<file path="src/rtl/comparator_pkg.sv">
// Shared types for the serial magnitude comparator: FSM states and the
// internal 2-bit comparison decision encoding.
package comparator_pkg;

  typedef enum logic [1:0] {
    IDLE  = 2'b00,
    SHIFT = 2'b01,
    DONE  = 2'b10
  } state_t;

  typedef enum logic [1:0] {
    NONE = 2'b00,
    GT   = 2'b01,
    LT   = 2'b10,
    EQ   = 2'b11
  } result_t;

endpackage

</file>
<file path="src/rtl/compare_bit_slice.sv">
// One MSB-first comparison step: the first differing bit pair decides,
// and an existing decision is carried through unchanged.
module compare_bit_slice
  import comparator_pkg::*;
(
  input  logic    a_bit,
  input  logic    b_bit,
  input  result_t dec_in,
  output result_t dec_out
);

  // next decision from the current bit pair
  always_comb begin
    dec_out = dec_in;
    if (dec_in == NONE) begin
      case ({a_bit, b_bit})
        2'b10:   dec_out = GT;
        2'b01:   dec_out = LT;
        default: dec_out = NONE;
      endcase
    end else begin
      dec_out = dec_in;
    end
  end

endmodule

</file>
<file path="src/rtl/serial_magnitude_comparator.sv">
// Bit-serial unsigned magnitude comparator with valid/ready handshakes.
// Define SERIAL_CMP_EARLY_EXIT_EN to finish as soon as the first differing bit is seen.
module serial_magnitude_comparator
  import comparator_pkg::*;
#(
  parameter int WIDTH = 8
) (
  input  logic             clk,
  input  logic             reset,
  input  logic             in_valid,
  output logic             in_ready,
  input  logic [WIDTH-1:0] A,
  input  logic [WIDTH-1:0] B,
  output logic             out_valid,
  input  logic             out_ready,
  output logic             Greater,
  output logic             Less,
  output logic             Equal
);

  localparam int CW = $clog2(WIDTH);

  state_t           state_r;
  logic [WIDTH-1:0] a_sh_r;
  logic [WIDTH-1:0] b_sh_r;
  logic [CW-1:0]    cnt_r;
  result_t          dec_r;
  result_t          dec_next_s;
  result_t          final_s;
  logic             done_now_s;
  logic             last_bit_s;

  // Decoded from the state register so the first edge after reset can accept.
  assign in_ready = (state_r == IDLE) && !reset;

  compare_bit_slice u_slice (
    .a_bit   (a_sh_r[WIDTH-1]),
    .b_bit   (b_sh_r[WIDTH-1]),
    .dec_in  (dec_r),
    .dec_out (dec_next_s)
  );

  // completion condition and final result for the current SHIFT cycle
  always_comb begin
    last_bit_s = (cnt_r == {CW{1'b0}});
    final_s    = (dec_next_s == NONE) ? EQ : dec_next_s;
`ifdef SERIAL_CMP_EARLY_EXIT_EN
    done_now_s = last_bit_s || (dec_next_s != NONE);
`else
    done_now_s = last_bit_s;
`endif
  end

  // FSM, operand shift registers, bit counter and registered result flags
  always_ff @(posedge clk) begin
    if (reset) begin
      state_r   <= IDLE;
      a_sh_r    <= {WIDTH{1'b0}};
      b_sh_r    <= {WIDTH{1'b0}};
      cnt_r     <= {CW{1'b0}};
      dec_r     <= NONE;
      out_valid <= 1'b0;
      Greater   <= 1'b0;
      Less      <= 1'b0;
      Equal     <= 1'b0;
    end else begin
      case (state_r)
        IDLE: begin
          if (in_valid) begin
            a_sh_r  <= A;
            b_sh_r  <= B;
            cnt_r   <= CW'(WIDTH - 1);
            dec_r   <= NONE;
            state_r <= SHIFT;
          end else begin
            state_r <= IDLE;
          end
        end
        SHIFT: begin
          a_sh_r <= {a_sh_r[WIDTH-2:0], 1'b0};
          b_sh_r <= {b_sh_r[WIDTH-2:0], 1'b0};
          dec_r  <= dec_next_s;
          if (!last_bit_s) begin
            cnt_r <= cnt_r - CW'(1);
          end else begin
            cnt_r <= cnt_r;
          end
          if (done_now_s) begin
            state_r   <= DONE;
            out_valid <= 1'b1;
            Greater   <= (final_s == GT);
            Less      <= (final_s == LT);
            Equal     <= (final_s == EQ);
          end else begin
            state_r <= SHIFT;
          end
        end
        DONE: begin
          if (out_ready) begin
            state_r   <= IDLE;
            out_valid <= 1'b0;
            Greater   <= 1'b0;
            Less      <= 1'b0;
            Equal     <= 1'b0;
          end else begin
            state_r <= DONE;
          end
        end
        default: begin
          state_r   <= IDLE;
          out_valid <= 1'b0;
          Greater   <= 1'b0;
          Less      <= 1'b0;
          Equal     <= 1'b0;
        end
      endcase
    end
  end

endmodule

</file>
<file path="config.mk">
export PLATFORM = sky130hd
export DESIGN_NAME = serial_magnitude_comparator
export DESIGN_NICKNAME = d
export VERILOG_FILES = /design/src/rtl/comparator_pkg.sv /design/src/rtl/compare_bit_slice.sv /design/src/rtl/serial_magnitude_comparator.sv
export SDC_FILE = /design/constraint.sdc
export NUM_CORES = 1
export LEC_CHECK = 0
export CORE_MARGIN = 4
export CORE_UTILIZATION = 55
export CTS_CLUSTER_DIAMETER = 80
export CTS_CLUSTER_SIZE = 14
export DETAILED_ROUTE_END_ITERATION = 10
export PLACE_DENSITY = 0.8
export REMOVE_ABC_BUFFERS = 1
export SLEW_MARGIN = 25
export SYNTH_ARGS = -nofsm -noshare
export SYNTH_HDL_FRONTEND = slang
export SYNTH_HIERARCHICAL = 1
export SYNTH_SLANG_ARGS = --single-unit
</file>
<file path="constraint.sdc">
create_clock -name clk -period 2.4 [get_ports clk]
set_clock_uncertainty 0.2 [all_clocks]
set_input_delay 0.48 -clock clk [delete_from_list [all_inputs] [get_ports clk]]
set_output_delay 0.48 -clock clk [all_outputs]
set_load 0.005 [all_outputs]
</file>
Word-level counts from Yosys, hierarchy flattened
Cells that the tools add are included.
{ "totals": {"register_bits": 27, "word_cells": 57, "out_inout_bits": 5, "in_bits": 20} }
{ "op_classes": {"bitwise_logic": 1, "add_sub_neg": 1, "eq_ne": 11, "n_mux": 25, "n_reduce_logical": 10} }
{ "ops": {"columns": ["cell", "count"], "rows": [
  ["case mux 8 bit (2 select lines)", 2],
  ["two-way mux 8 bit", 2],
  ["case mux 1 bit (3 select lines)", 4],
  ["two-way mux 2 bit", 5],
  ["equality test 2 bit, second input constant", 4],
  ["!= test 2 bit, second input constant", 4],
  ["case mux 2 bit (2 select lines)", 2],
  ["equality test 2 x 1 -> 1 bit, second input constant", 3],
  ["logical NOT 2 bit", 3],
  ["two-way mux 1 bit", 6],
  ["two-way mux 3 bit", 2],
  ["case mux 2 bit (3 select lines)", 1],
  ["case mux 3 bit (2 select lines)", 1],
  ["AND reduction 3 bit", 2],
  ["logical NOT 3 bit", 1],
  ["subtractor 3 x 1 -> 3 bit, second input constant", 1],
  ["AND reduction 2 bit", 1],
  ["nonzero test 2 bit", 1],
  ["logical AND 1 bit", 1],
  ["logical NOT 1 bit", 1],
  ["inverter 1 bit", 1]
]} }

Logic depth before layout (Yosys ltp)
{ "depth": {"word_depth": 8, "mapped_depth": 6} }

Cells and area by module
Netlist, hierarchy kept.
{ "by_module_without_submodules": {"columns": ["mod", "area_each_um2", "instances", "cells_each"], "rows": [
  ["serial_magnitude_comparator", 1317.5, 1, 123],
  ["compare_bit_slice", 25.0, 1, 4]
]} }

Least setup slack after synthesis
Ideal clock, no wire load.
{ "synth_timing": {"path_kind": "input to output", "startpoint": "input reset", "endpoint": "output in_ready", "t_arrival_ns": 1.057, "path_stages": 3, "path_slack_ns": 0.663, "required_ns": 1.720, "cell_sequence": "buf_2 clkbuf_1 nor3_1"} }
{ "synth_between": {"elab_chain_len": 2} }
{ "synth_lines": {"columns": ["element", "line", "source"], "rows": [
  ["start: declaration", "serial_magnitude_comparator.sv:9", "input logic reset,"],
  ["logical NOT 1 bit", "serial_magnitude_comparator.sv:34", "assign in_ready = (state_r == IDLE) && !reset;"],
  ["logical AND 1 bit", "serial_magnitude_comparator.sv:34", null],
  ["end: declaration", "serial_magnitude_comparator.sv:11", "output logic in_ready,"]
]} }
Every way passes these cells.

Worst setup path in the final report
Same ends and word-level chain as after synthesis.

==> reports/metrics.csv <==
metric,value,unit
status,completed,
dp_slack,123,ps
gp_congestion,0.675,
numCtsBuffers,3,
grt_overflow,0,
cp_slowest_stage_delay,530,ps
area_delta_synth_final,17.5,%
tightest_slew,426,ps
path_clk_slew,140,ps
stdcell_count,176,
place_hpwl,1.63,mm
total_power,1.01,mW
start_kind,input port,
synth_async_sr_flop_share,0,
synth-seq-cells,27,
fin_util,0.693,
avgViaCountPerCell,5.59,
ir_drop,592,uV
cts_max_level,1,
fin_ws,137,ps
synth_common_cells,"27 x dfxtp_1, 16 x nor2_1, 14 x a211oi_2, 14 x mux2i_1, 6 x nor2_2",
finalSetupViolations,0,
ff_latch_area,541,sq um
core_area,2280,sq um
ys.flop_type,dfxtp_1,
wire_per_inst,12.8,um
track_usage,0.154,
num-fill-cells,170,
r2r_slack,650,ps
cap_violations,0,
p_leak,0.609,nW
syn_avg_cell_area,10.6,sq um
yosysMostFrequentCell,dfxtp_1,
rsz0062_at_grt,false,
tns,0,ps
synth_edf_count,0,
cp.required,1720,ps
vias,983,
crit_family,buffers and inverters,
drt-initial-drc-count,6,
yosysUniqueCellTypes,29,
io_buffers,24,
yosysWarningCount,6,
finalHoldViolations,0,
drt-total-wl,2.25,mm
drt_pass1_iterations,4,
cp_slowest_cell,clkdlybuf4s50_1,
worstPathArrival,1580,ps
cts_tree,built,
drc,0,
postCtsSetupBuffers,0,
timing.final.crit_share,0.943,
multi_input_area,681,sq um
drv_slew,0,
r2r-start,cnt_r[0]$_SDFFE_PP0P_,
p_per_area,640,nW/um^2
drive_gt1_frac,0.182,
cts_resized,0,
clock_latency,320,ps
clockBufferDepth,2,
holdWs,268,ps
post-place-cells,172,
syn-instance-count,127,
die_y,57.4,um
grt_max_degree,29,
start_util,0.590,
cts.sinks,27,
antenna_found_initial,0,
yosysTopAreaCellShare,0.403,
crit_path_max_fanout,2,
hold_class,flop to flop,
crit_type,input port to primary output,
rows,17,
cts_root_buffer,clkbuf_4,
ys_seq_area_frac,0.403,
end_kind,primary output,
die_area,3300,sq um
cp_num_buf_inv,2,
grt_first_pass_wirelength,4.13,mm
ant_nets,0,
postLayoutCellArea,1580,sq um
placed_area,1550,sq um
fin_crit,2260,ps
fmax,442,MHz
diodes,0,
die_width,57.4,um
crit_path_start,reset,
min_from,out_valid$_SDFFE_PP0P_,
grt_pass1_vias,1022,
relSlewSlack,0.715,
synth_area_leaders,"dfxtp_1 40%, a211oi_2 13%, mux2i_1 10%",
nets,173,
crit_top_cell,clkdlybuf4s50_1,
yosys.area.top_type,dfxtp_1,
cp_cell_sequence,"clkdlybuf4s50_1, nor3_1, clkdlybuf4s50_1",
netlist_area,1340,sq um
cts_hold_buf,0,
ios,25,
-- final timing paths --
kind,endpoint,cells past startpoint
max,in_ready,3
min,out_valid$_SDFFE_PP0P_,2
max reg2reg,cnt_r[2]$_SDFFE_PP0P_,6
min reg2reg,out_valid$_SDFFE_PP0P_,2
-- layer usage --
metal,GRT usage,wire length (um),vias to the layer above
met4,0.0298,29,0
met2,0.292,1090,20
met5,0,0,-
met1,0.164,1000,461
met3,0.0520,121,4
li1,-,-,498
-- state kept, by name, indices dropped and copies added, names as in the netlist --
| register | count |
|---|---|
| b_sh_r | 8 |
| state_r | 2 |
| cnt_r | 3 |
| out_valid | 1 |
| a_sh_r | 8 |
| Less | 1 |
| dec_r | 2 |
| Equal | 1 |
| Greater | 1 |
-- cell families after synthesis --
kind of cell | count (synthesis) | synth area share
AOI/OAI and AO/OA | 34 | 0.244
adders and majority gates | 4 | 0.0373
buffers and inverters | 15 | 0.0904
DFF | 27 | 0.403
muxes | 14 | 0.104
and+or+nand+nor | 33 | 0.121
-- worst register-to-register path, stage by stage, from the launching register on --
cell	delay [ps]
dfxtp_1	350
inv_1	60
ha_1	190
ha_1	230
nand2b_1	160
a21o_1	200
a221oi_1	280
-- layout make-up --
class,count,share of cell area
Multi-Input combinational cell,85,0.431
Timing Repair Buffer,27,0.174
Clock buffer,3,0.0143
Sequential cell,27,0.343
Clock inverter,1,0.00317
Tap cell,28,0.0222
Inverter,5,0.0119
-- cells in the final DEF (no fill, tap or decap), drive strengths merged, types with 3 or more instances in the layout --
cell	instances
clkdlybuf4s50	24
ha	4
nand2	3
buf	3
a22o	3
a211oi	14
inv	5
mux2i	14
nor2	22
dfxtp	27
a21o	3
clkbuf	3
a21oi	3
-- power breakdown --
part / switching, mW / internal, mW / total, mW / leakage, nW
clock: 0.130 / 0.0625 / 0.193 / 0.0177
combinational: 0.143 / 0.147 / 0.290 / 0.368
sequential: 0.0283 / 0.499 / 0.527 / 0.223
total: 0.301 / 0.709 / 1.01 / 0.609
No activity file was read; power rests on OpenSTA's default activity.
